==> src/rtl/ram_dbg_scheduler_if.sv <==
// rtl/ram_dbg_scheduler_if.sv - requester and i4002 debug-bus bundle for ram_dbg_scheduler
interface ram_dbg_scheduler_if #(
  parameter int NUM_REQ   = 2,
  parameter int NUM_CHIPS = 4
);
  logic [NUM_REQ-1:0]     req_valid;
  logic [NUM_REQ-1:0]     req_ready;
  logic [NUM_REQ-1:0]     req_write;
  logic [NUM_REQ*12-1:0]  req_addr;
  logic [NUM_REQ*8-1:0]   req_wdata;
  logic [NUM_REQ-1:0]     rsp_valid;
  logic [7:0]             rsp_data;
  logic                   rsp_err;
  logic [11:0]            dbg_addr;
  logic [7:0]             dbg_wdata;
  logic                   dbg_wen;
  logic                   dbg_ren;
  logic [NUM_CHIPS*8-1:0] dbg_rdata;
  logic [NUM_CHIPS-1:0]   dbg_rdata_vld;

  modport master (
    output req_valid, req_write, req_addr, req_wdata, dbg_rdata, dbg_rdata_vld,
    input  req_ready, rsp_valid, rsp_data, rsp_err, dbg_addr, dbg_wdata, dbg_wen, dbg_ren
  );

  modport slave (
    input  req_valid, req_write, req_addr, req_wdata, dbg_rdata, dbg_rdata_vld,
    output req_ready, rsp_valid, rsp_data, rsp_err, dbg_addr, dbg_wdata, dbg_wen, dbg_ren
  );
endinterface

==> src/rtl/ram_dbg_scheduler.sv <==
// rtl/ram_dbg_scheduler.sv - round-robin sharing of the i4002 debug port, strobes kept out of X1/X2
// Optional RAM_DBG_RANGE_CHECK_EN: requests for chips >= NUM_CHIPS answer with an error and no strobe.
module ram_dbg_scheduler #(
  parameter int NUM_REQ   = 2,
  parameter int NUM_CHIPS = 4
) (
  input  logic               clk,
  input  logic               rst,
  input  logic               sync,
  ram_dbg_scheduler_if.slave bus
);
  localparam int IW = (NUM_REQ > 1) ? $clog2(NUM_REQ) : 1;

  typedef enum logic [1:0] {S_IDLE, S_STROBE, S_CAPTURE, S_RESP} state_e;

  state_e             state_q, state_d;
  logic [3:0]         phase_q, phase_d;
  logic [IW-1:0]      ptr_q, ptr_d;
  logic [IW-1:0]      owner_q, owner_d;
  logic               write_q, write_d;
  logic [11:0]        dbg_addr_q, dbg_addr_d;
  logic [7:0]         dbg_wdata_q, dbg_wdata_d;
  logic               dbg_wen_q, dbg_wen_d;
  logic               dbg_ren_q, dbg_ren_d;
  logic [NUM_REQ-1:0] rsp_valid_q, rsp_valid_d;
  logic [7:0]         rsp_data_q, rsp_data_d;
  logic               rsp_err_q, rsp_err_d;

  logic               blocked;
  logic               win_found;
  logic [IW-1:0]      win;
  logic [IW:0]        cand;
  logic [NUM_REQ-1:0] grant;
  logic [11:0]        sel_addr;
  logic [7:0]         sel_wdata;
  logic               sel_write;
  logic               out_of_range;
  logic [7:0]         cap_data;
  logic               cap_err;

  // Scan candidates farthest-first so the nearest valid index after ptr_q is the one left standing.
  always_comb begin
    win       = ptr_q;
    win_found = 1'b0;
    cand      = '0;
    for (int k = NUM_REQ; k >= 1; k--) begin
      cand = {1'b0, ptr_q} + (IW+1)'(k);
      if (cand >= (IW+1)'(NUM_REQ)) cand = cand - (IW+1)'(NUM_REQ);
      if (bus.req_valid[cand[IW-1:0]]) begin
        win       = cand[IW-1:0];
        win_found = 1'b1;
      end
    end
  end

  always_comb begin
    sel_addr  = bus.req_addr[win*12 +: 12];
    sel_wdata = bus.req_wdata[win*8 +: 8];
    sel_write = bus.req_write[win];
  end

`ifdef RAM_DBG_RANGE_CHECK_EN
  assign out_of_range = ({1'b0, sel_addr[8], sel_addr[7:5]} >= 5'(NUM_CHIPS));
`else
  assign out_of_range = 1'b0;
`endif

  // Lowest responding chip supplies the data; zero or several responders flag an error.
  always_comb begin
    cap_data = 8'h00;
    for (int i = NUM_CHIPS - 1; i >= 0; i--) begin
      if (bus.dbg_rdata_vld[i]) cap_data = bus.dbg_rdata[i*8 +: 8];
    end
    cap_err = (bus.dbg_rdata_vld == '0) ||
              ((bus.dbg_rdata_vld & (bus.dbg_rdata_vld - NUM_CHIPS'(1))) != '0);
  end

  always_comb begin
    phase_d     = sync ? 4'd0 : phase_q + 4'd1;
    blocked     = (phase_d == 4'd5) || (phase_d == 4'd6);
    state_d     = state_q;
    ptr_d       = ptr_q;
    owner_d     = owner_q;
    write_d     = write_q;
    dbg_addr_d  = dbg_addr_q;
    dbg_wdata_d = dbg_wdata_q;
    dbg_wen_d   = 1'b0;
    dbg_ren_d   = 1'b0;
    rsp_valid_d = '0;
    rsp_data_d  = 8'h00;
    rsp_err_d   = 1'b0;
    grant       = '0;
    case (state_q)
      S_IDLE: begin
        if (win_found && !blocked && !rst) begin
          grant[win] = 1'b1;
          ptr_d      = win;
          owner_d    = win;
          write_d    = sel_write;
          if (out_of_range) begin
            state_d          = S_RESP;
            rsp_valid_d[win] = 1'b1;
            rsp_err_d        = 1'b1;
          end else begin
            state_d     = S_STROBE;
            dbg_addr_d  = sel_addr;
            dbg_wdata_d = sel_wdata;
            dbg_wen_d   = sel_write;
            dbg_ren_d   = !sel_write;
          end
        end
      end
      S_STROBE: begin
        if (write_q) begin
          state_d              = S_RESP;
          rsp_valid_d[owner_q] = 1'b1;
        end else begin
          state_d = S_CAPTURE;
        end
      end
      S_CAPTURE: begin
        state_d              = S_RESP;
        rsp_valid_d[owner_q] = 1'b1;
        rsp_data_d           = cap_data;
        rsp_err_d            = cap_err;
      end
      default: state_d = S_IDLE;
    endcase
  end

  always_ff @(posedge clk) begin
    if (rst) begin
      state_q     <= S_IDLE;
      phase_q     <= 4'd0;
      ptr_q       <= IW'(NUM_REQ - 1);
      owner_q     <= '0;
      write_q     <= 1'b0;
      dbg_addr_q  <= 12'h000;
      dbg_wdata_q <= 8'h00;
      dbg_wen_q   <= 1'b0;
      dbg_ren_q   <= 1'b0;
      rsp_valid_q <= '0;
      rsp_data_q  <= 8'h00;
      rsp_err_q   <= 1'b0;
    end else begin
      state_q     <= state_d;
      phase_q     <= phase_d;
      ptr_q       <= ptr_d;
      owner_q     <= owner_d;
      write_q     <= write_d;
      dbg_addr_q  <= dbg_addr_d;
      dbg_wdata_q <= dbg_wdata_d;
      dbg_wen_q   <= dbg_wen_d;
      dbg_ren_q   <= dbg_ren_d;
      rsp_valid_q <= rsp_valid_d;
      rsp_data_q  <= rsp_data_d;
      rsp_err_q   <= rsp_err_d;
    end
  end

  assign bus.req_ready = grant;
  assign bus.rsp_valid = rsp_valid_q;
  assign bus.rsp_data  = rsp_data_q;
  assign bus.rsp_err   = rsp_err_q;
  assign bus.dbg_addr  = dbg_addr_q;
  assign bus.dbg_wdata = dbg_wdata_q;
  assign bus.dbg_wen   = dbg_wen_q;
  assign bus.dbg_ren   = dbg_ren_q;
endmodule

==> src/flat_wrapper.sv <==
// flat-port wrapper written by rule: the top's interface ports become plain ports
module ram_dbg_scheduler_flat 
#(
  parameter int NUM_REQ   = 2,
  parameter int NUM_CHIPS = 4
)
  (clk, rst, sync, bus_req_valid, bus_req_write, bus_req_addr, bus_req_wdata, bus_dbg_rdata, bus_dbg_rdata_vld, bus_req_ready, bus_rsp_valid, bus_rsp_data, bus_rsp_err, bus_dbg_addr, bus_dbg_wdata, bus_dbg_wen, bus_dbg_ren);
  ram_dbg_scheduler_if #(.NUM_REQ(NUM_REQ), .NUM_CHIPS(NUM_CHIPS)) bus_i ();
  input  logic clk;
  input  logic rst;
  input  logic sync;
  input wire logic [$bits(bus_i.req_valid)-1:0] bus_req_valid;
  input wire logic [$bits(bus_i.req_write)-1:0] bus_req_write;
  input wire logic [$bits(bus_i.req_addr)-1:0] bus_req_addr;
  input wire logic [$bits(bus_i.req_wdata)-1:0] bus_req_wdata;
  input wire logic [$bits(bus_i.dbg_rdata)-1:0] bus_dbg_rdata;
  input wire logic [$bits(bus_i.dbg_rdata_vld)-1:0] bus_dbg_rdata_vld;
  output wire logic [$bits(bus_i.req_ready)-1:0] bus_req_ready;
  output wire logic [$bits(bus_i.rsp_valid)-1:0] bus_rsp_valid;
  output wire logic [$bits(bus_i.rsp_data)-1:0] bus_rsp_data;
  output wire logic [$bits(bus_i.rsp_err)-1:0] bus_rsp_err;
  output wire logic [$bits(bus_i.dbg_addr)-1:0] bus_dbg_addr;
  output wire logic [$bits(bus_i.dbg_wdata)-1:0] bus_dbg_wdata;
  output wire logic [$bits(bus_i.dbg_wen)-1:0] bus_dbg_wen;
  output wire logic [$bits(bus_i.dbg_ren)-1:0] bus_dbg_ren;
  assign bus_i.req_valid = bus_req_valid;
  assign bus_i.req_write = bus_req_write;
  assign bus_i.req_addr = bus_req_addr;
  assign bus_i.req_wdata = bus_req_wdata;
  assign bus_i.dbg_rdata = bus_dbg_rdata;
  assign bus_i.dbg_rdata_vld = bus_dbg_rdata_vld;
  assign bus_req_ready = bus_i.req_ready;
  assign bus_rsp_valid = bus_i.rsp_valid;
  assign bus_rsp_data = bus_i.rsp_data;
  assign bus_rsp_err = bus_i.rsp_err;
  assign bus_dbg_addr = bus_i.dbg_addr;
  assign bus_dbg_wdata = bus_i.dbg_wdata;
  assign bus_dbg_wen = bus_i.dbg_wen;
  assign bus_dbg_ren = bus_i.dbg_ren;
  ram_dbg_scheduler #(.NUM_REQ(NUM_REQ), .NUM_CHIPS(NUM_CHIPS)) u_core (.clk(clk), .rst(rst), .sync(sync), .bus(bus_i));
endmodule
==> config.mk <==
export PLATFORM = sky130hd
export DESIGN_NAME = ram_dbg_scheduler_flat
export DESIGN_NICKNAME = d
export VERILOG_FILES = /design/src/rtl/ram_dbg_scheduler_if.sv /design/src/rtl/ram_dbg_scheduler.sv /design/src/flat_wrapper.sv
export SDC_FILE = /design/constraint.sdc
export NUM_CORES = 1
export LEC_CHECK = 0
export BUFFER_PORTS_ARGS = -buffer_cell sky130_fd_sc_hd__buf_2
export CAP_MARGIN = 20
export CORE_MARGIN = 3
export CORE_UTILIZATION = 47
export CTS_CLUSTER_DIAMETER = 50
export CTS_CLUSTER_SIZE = 12
export DETAILED_ROUTE_END_ITERATION = 8
export PLACE_DENSITY = 0.9
export SLEW_MARGIN = 20
export SYNTH_ARGS = -nofsm -noshare
export SYNTH_HDL_FRONTEND = slang
export SYNTH_SLANG_ARGS = --single-unit
==> constraint.sdc <==
create_clock -name clk -period 4 [get_ports clk]
set_input_delay 0.8 -clock clk [delete_from_list [all_inputs] [get_ports clk]]
set_output_delay 0.8 -clock clk [all_outputs]
set_load 0.05 [all_outputs]
=== After elaboration in Yosys (flattened, before gate mapping) ===
Index checks and enable logic that the tools add are counted.

* Flip-flop bits (word level): 42
* Bits in latches: 0
* RAM bits: 0
* Bits in read-only memories: 0
* Input bits: 83
* Output and inout bits: 35
* Logic and storage cells: 81
* Memories kept: 0

* $add $sub $neg: 6
* Multiply operators: 1
* Divide/modulo/power cells: 0
* Order comparisons: 8
* Equality and inequality tests: 5
* Shifts and indexed selects: 2
* Mux-type cells: 28
* Bitwise gates (word level): 4
* Reduce and logical (&&, ||, !) cells: 15

{| class="wikitable"
|+ Operator list
! kind !! number
|-
| $mux 8 || 4
|-
| $shiftx 24x6->12 || 1
|-
| $shiftx 16x5->8 || 1
|-
| $mux 1 || 15
|-
| $eq 4x3->1 const B || 2
|-
| $lt 1x2->1 const B || 4
|-
| $mux 2 || 4
|-
| $pmux 2 s3 || 1
|-
| $add 4x1->4 const B || 1
|-
| $and 4x4->4 || 1
|-
| $ge 2x2->1 const B || 2
|-
| $logic_and 1x1->1 || 4
|-
| $logic_not 4->1 || 1
|-
| $mux 4 || 1
|-
| $pmux 2 s2 || 1
|-
| $reduce_bool 4->1 || 1
|-
| $sub 4x1->4 const B || 1
|-
| $logic_not 1->1 || 3
|-
| $mul 1x2->3 const B || 1
|-
| $not 1->1 || 3
|-
| $reduce_or 3->1 || 1
|-
| $add 1x1->2 const B || 1
|-
| $add 1x2->2 const B || 1
|-
| $demux 1 s1 || 2
|-
| 9 further kinds || 12
|}

=== Depth between registers and ports, before layout ===
* Depth in word-level cells: 13
* Gate-level depth with buffers: 7
* Depth with buffers taken out: 5

=== Least setup slack after synthesis ===
OpenSTA, ideal clock, no wires.

* Path type: input -> output
* Start: input port bus_req_valid[1]
* End: output port bus_req_ready[0]
* Arrival: 2.122 ns
* Data required time: 3.200 ns
* Path slack: 1.078 ns
* Stages on the path: 3
* Path buffers: 1
* Path through: o21ai_2 buf_2 nor2b_1

* Longest elaborated chain between the ends: 10
* Elaborated cells between the ends (all ways): 17
* Classes of those cells: 2 x order compare; 12 x mux; 3 x reduce/logical

{| class="wikitable"
|+ RTL lines
! what !! line !! text
|-
| start, declared || flat_wrapper.sv:12 || <nowiki>input wire logic [$bits(bus_i.req_valid)-1:0] bus_req_valid;</nowiki>
|-
| $mux 1 (implied by the code) (2 in series) || ram_dbg_scheduler.sv:49 || <nowiki>if (bus.req_valid[cand[IW-1:0]]) begin</nowiki>
|-
| $mux 1 (2 in series) || ram_dbg_scheduler.sv:49 ||
|-
| $lt 1x2->1 (implied by the code) or $ge 1x1->1 (tied branches) || ram_dbg_scheduler.sv:96 || <nowiki>grant[win] = 1'b1;</nowiki>
|-
| $logic_and 1x1->1 (implied by the code) || ram_dbg_scheduler.sv:96 ||
|-
| $mux 1 (implied by the code) || ram_dbg_scheduler.sv:96 ||
|-
| $demux 1 s1 || - ||
|-
| $mux 2 (*) || ram_dbg_scheduler.sv:95 || <nowiki>if (win_found && !blocked && !rst) begin</nowiki>
|-
| $mux 2 (*) || ram_dbg_scheduler.sv:93 || <nowiki>case (state_q)</nowiki>
|-
| end, declared || flat_wrapper.sv:18 || <nowiki>output wire logic [$bits(bus_i.req_ready)-1:0] bus_req_ready;</nowiki>
|}

Mark *: on every way between the ends. The rest lies on a longest branch, timed or not. The select of a mux whose other input is x is not followed.

=== Worst setup path in the final report ===
* Start: register u_core.phase_q[0]
* End: output port bus_req_ready[0]

* Longest elaborated chain between the ends: 9
* Elaborated cells between the ends (all ways): 10
* Classes of those cells: 1 x add/sub; 2 x eq/ne; 3 x mux; 4 x reduce/logical

{| class="wikitable"
|+ RTL lines
! what !! line !! text
|-
| start, declared || ram_dbg_scheduler.sv:17 || <nowiki>logic [3:0] phase_q, phase_d;</nowiki>
|-
| start signal, assigned || ram_dbg_scheduler.sv:147 || <nowiki>phase_q <= phase_d;</nowiki>
|-
| $add 4x1->4 (*) || ram_dbg_scheduler.sv:79 || <nowiki>phase_d = sync ? 4'd0 : phase_q + 4'd1;</nowiki>
|-
| $mux 4 (*) || ram_dbg_scheduler.sv:79 ||
|-
| $eq 4x3->1 || ram_dbg_scheduler.sv:80 || <nowiki>blocked = (phase_d == 4'd5) || (phase_d == 4'd6);</nowiki>
|-
| $logic_or 1x1->1 (*) || ram_dbg_scheduler.sv:80 ||
|-
| $logic_not 1->1 (*) || ram_dbg_scheduler.sv:95 ||
|-
| $logic_and 1x1->1 (*) (2 in series) || ram_dbg_scheduler.sv:95 ||
|-
| $mux 2 (*) || ram_dbg_scheduler.sv:95 ||
|-
| $mux 2 (*) || ram_dbg_scheduler.sv:93 ||
|}

Mark *: on every way between the ends. The rest lies on a longest branch, timed or not.

==> impl_metrics.json <==
{
  "grt_max_degree": 36,
  "start_kind": "flip-flop",
  "wirelength_um": 5124,
  "clock_skew_ns": 0.01276,
  "io-pin-count": 118,
  "place_ws_ns": 1.139,
  "synth_area_leaders": "dfxtp_1 42%, mux2i_1 23%, nand2b_1 8.1%",
  "core-area_um2": 4058,
  "critPathRequiredTime_ns": 3.20,
  "gr-usage-met1_pct": 22.17,
  "dr.pass1.iters": 4,
  "synth_fp_nets": 285,
  "synth_top_area_share_pct": 41.71,
  "num_vias": 1850,
  "layout_common_cells": "117 x buf_2, 46 x mux2i_1, 42 x dfxtp_1",
  "status": "completed",
  "r2r_slack_ns": 1.65,
  "r2r-end": "u_core.write_q",
  "worstMarginPinSlew_ns": 0.8164,
  "syn_area_um2": 2016,
  "whs_path_depth": 2,
  "grt.total_usage_pct": 19.87,
  "clk_pin_slew_ns": 0.08,
  "reg2reg_from": "u_core.phase_q[0]",
  "ctsHtreeMaxLevel": 2,
  "path_buf_inv": 1,
  "slowest_delay_ns": 0.69,
  "io_buffers": 117,
  "gp_congestion": 0.8037,
  "stdcell_area_um2": 2694,
  "grt_pass1_wl_um": 8010,
  "rsz0062_at_grt": "no",
  "ir_worst_vdd_v": 0.0002989,
  "fin_hold_ws_ns": 0.4743,
  "yosysWarnings": 0,
  "cts_tree": "done",
  "finalMaxSlewViolations": 0,
  "power.density_nw_per_um2": 620.4,
  "crit_fanout": 13,
  "fin_setup_tns_ns": 0,
  "wl_per_cell_um": 14.15,
  "remaining_drc_errors": 0,
  "cellLeakagePower_nw": 1.446,
  "cts_resized": 0,
  "dieHeight_um": 71.49,
  "numCtsBuffers": 5,
  "cts_sinks": 42,
  "netlist-cell-type-count": 30,
  "final_common_cell": "buf_2",
  "reg2reg_depth": 6,
  "detail-route-antenna-nets": 0,
  "antenna_found_initial": 0,
  "top_usage_layer": "met2",
  "path_cells": "ha_1 -> xnor2_1 -> nand2_1 -> o311ai_4 -> nor2b_1 -> buf_2",
  "root_buffer": "clkbuf_8",
  "clock_latency_ns": 0.29,
  "max_freq_mhz": 322.4,
  "rows": 23,
  "met2_usage_pct": 36.63,
  "postLayoutSetupSlackWorst_ns": 0.8981,
  "whs_endpoint": "u_core.bus.dbg_wdata[5]",
  "grt_pass1_vias": 1833,
  "synth_area_per_cell_um2": 10.23,
  "grt.overflow.total": 0,
  "dp.cells": 354,
  "synthCells": 197,
  "setup_viol": 0,
  "final_cells": 362,
  "hold_buffers": 0,
  "start_util_pct": 49.68,
  "hpwl_um": 4132,
  "cap_violations": 0,
  "ys_seq_area_share_pct": 41.71,
  "critPathTopFamily": "compound AO/OA/AOI/OAI gates",
  "diodes": 0,
  "post_cts_buffers": 0,
  "yosys.area.top_type": "dfxtp_1",
  "dpl_cell_area_um2": 2606,
  "crit_slowest_cell": "o311ai_4",
  "hp-class": "reg2reg",
  "final_nets": 399,
  "dieArea_um2": 5111,
  "min_period_ns": 3.102,
  "viasPerCell": 5.110,
  "drt-initial-drc-count": 95,
  "critical_path_arrival_ns": 2.30,
  "clk_path_buf_depth": 2,
  "drive_gt1_share_pct": 41.67,
  "crit_path_end_kind": "primary output",
  "relSlewSlack_pct": 45.44,
  "ys_ff_latch": 42,
  "die_x_um": 71.49,
  "grtUsageMet3_pct": 3.226,
  "hp-start": "u_core.bus.dbg_wdata[5]",
  "path_class": "reg2out",
  "period_share_pct": 77.55,
  "hold_viol_final": 0,
  "synthToLayoutAreaGrowth_pct": 33.64
}
## sequential cells by signal, indices dropped and copies added, names as in the netlist
register              flops
u_core.bus.rsp_data       8
u_core.bus.dbg_ren        1
u_core.phase_q            4
u_core.state_q            2
u_core.owner_q            1
u_core.bus.dbg_addr      12
u_core.bus.rsp_err        1
u_core.ptr_q              1
u_core.bus.dbg_wdata      8
u_core.write_q            1
u_core.bus.dbg_wen        1
u_core.bus.rsp_valid      2
## where the power goes
group	switching, mW	internal (mW)
clock	0.148	0.123
sequential	0.0571	0.527
combinational	0.560	0.257
## synthesized netlist by cell type
master	number
nand2_1	4
inv_1	5
a211oi_1	2
mux2i_1	46
nand3_1	1
xor2_1	2
ha_1	5
buf_1	2
nand2b_1	26
o21ai_0	2
nor3b_1	4
buf_6	1
a21oi_1	2
dfxtp_1	42
a21o_1	1
a221oi_1	7
nor2b_1	4
o21ai_2	1
buf_2	2
nor2_1	8
o22ai_1	7
buf_12	1
or2_2	1
xnor2_1	2
and4b_1	1
nor3_1	10
buf_8	1
o41ai_1	1
o311ai_2	1
clkbuf_1	5
## area by class of cell
| cell class | instances | area [um2] |
|---|---|---|
| Tap cell | 50 | 62.56 |
| Timing Repair Buffer | 119 | 600.6 |
| Clock inverter | 3 | 18.77 |
| Inverter | 5 | 18.77 |
| Sequential cell | 42 | 840.8 |
| Fill cell | 316 | 1364 |
| Multi-Input combinational cell | 138 | 1084 |
| Clock buffer | 5 | 68.82 |
## per-layer routing
metal	up-vias	share of wire (%)
met5	-	0
met4	0	1.9
met3	10	7.7
met2	86	53
met1	828	37
li1	926	-
## through the flow
| step | util, % | power (mW) |
|---|---|---|
| final | 66.39 | 1.671 |
| after global routing | 66.39 | 1.753 |
| after CTS | 66.39 | 1.679 |
| after detailed placement | 64.23 | 1.411 |
| after global placement | 64.23 | 1.390 |
| after floorplan | - | 1.228 |
## logic make-up after synthesis
logic type	after synthesis	share of synthesized area (%)
simple gates	59	16.57
mux	46	22.84
flops	42	41.71
compound gates	24	9.001
buf+inv	17	5.028
fa+ha+maj	5	3.104
xor+xnor	4	1.738
## worst max-delay path by stage
| stage | depth (start not counted) | to | start | slack (ns) |
|---|---|---|---|---|
| after global placement | 4 | bus_req_ready[1] | sync | 1.18 |
| after floorplan | 3 | bus_req_ready[0] | bus_req_valid[1] | 1.08 |
| final | 6 | bus_req_ready[0] | u_core.phase_q[0] | 0.90 |
| after global routing | 6 | bus_req_ready[0] | u_core.phase_q[0] | 0.78 |
| after CTS | 6 | bus_req_ready[0] | u_core.phase_q[0] | 0.87 |
| after detailed placement | 5 | bus_req_ready[0] | rst | 1.14 |
## worst min-delay path, cell delays in order, from the launching register on
cell	delay, ns
dfxtp_1	0.31
nand2b_1	0.06
mux2i_1	0.06
Note: power is estimated with default switching activity, not from simulation.
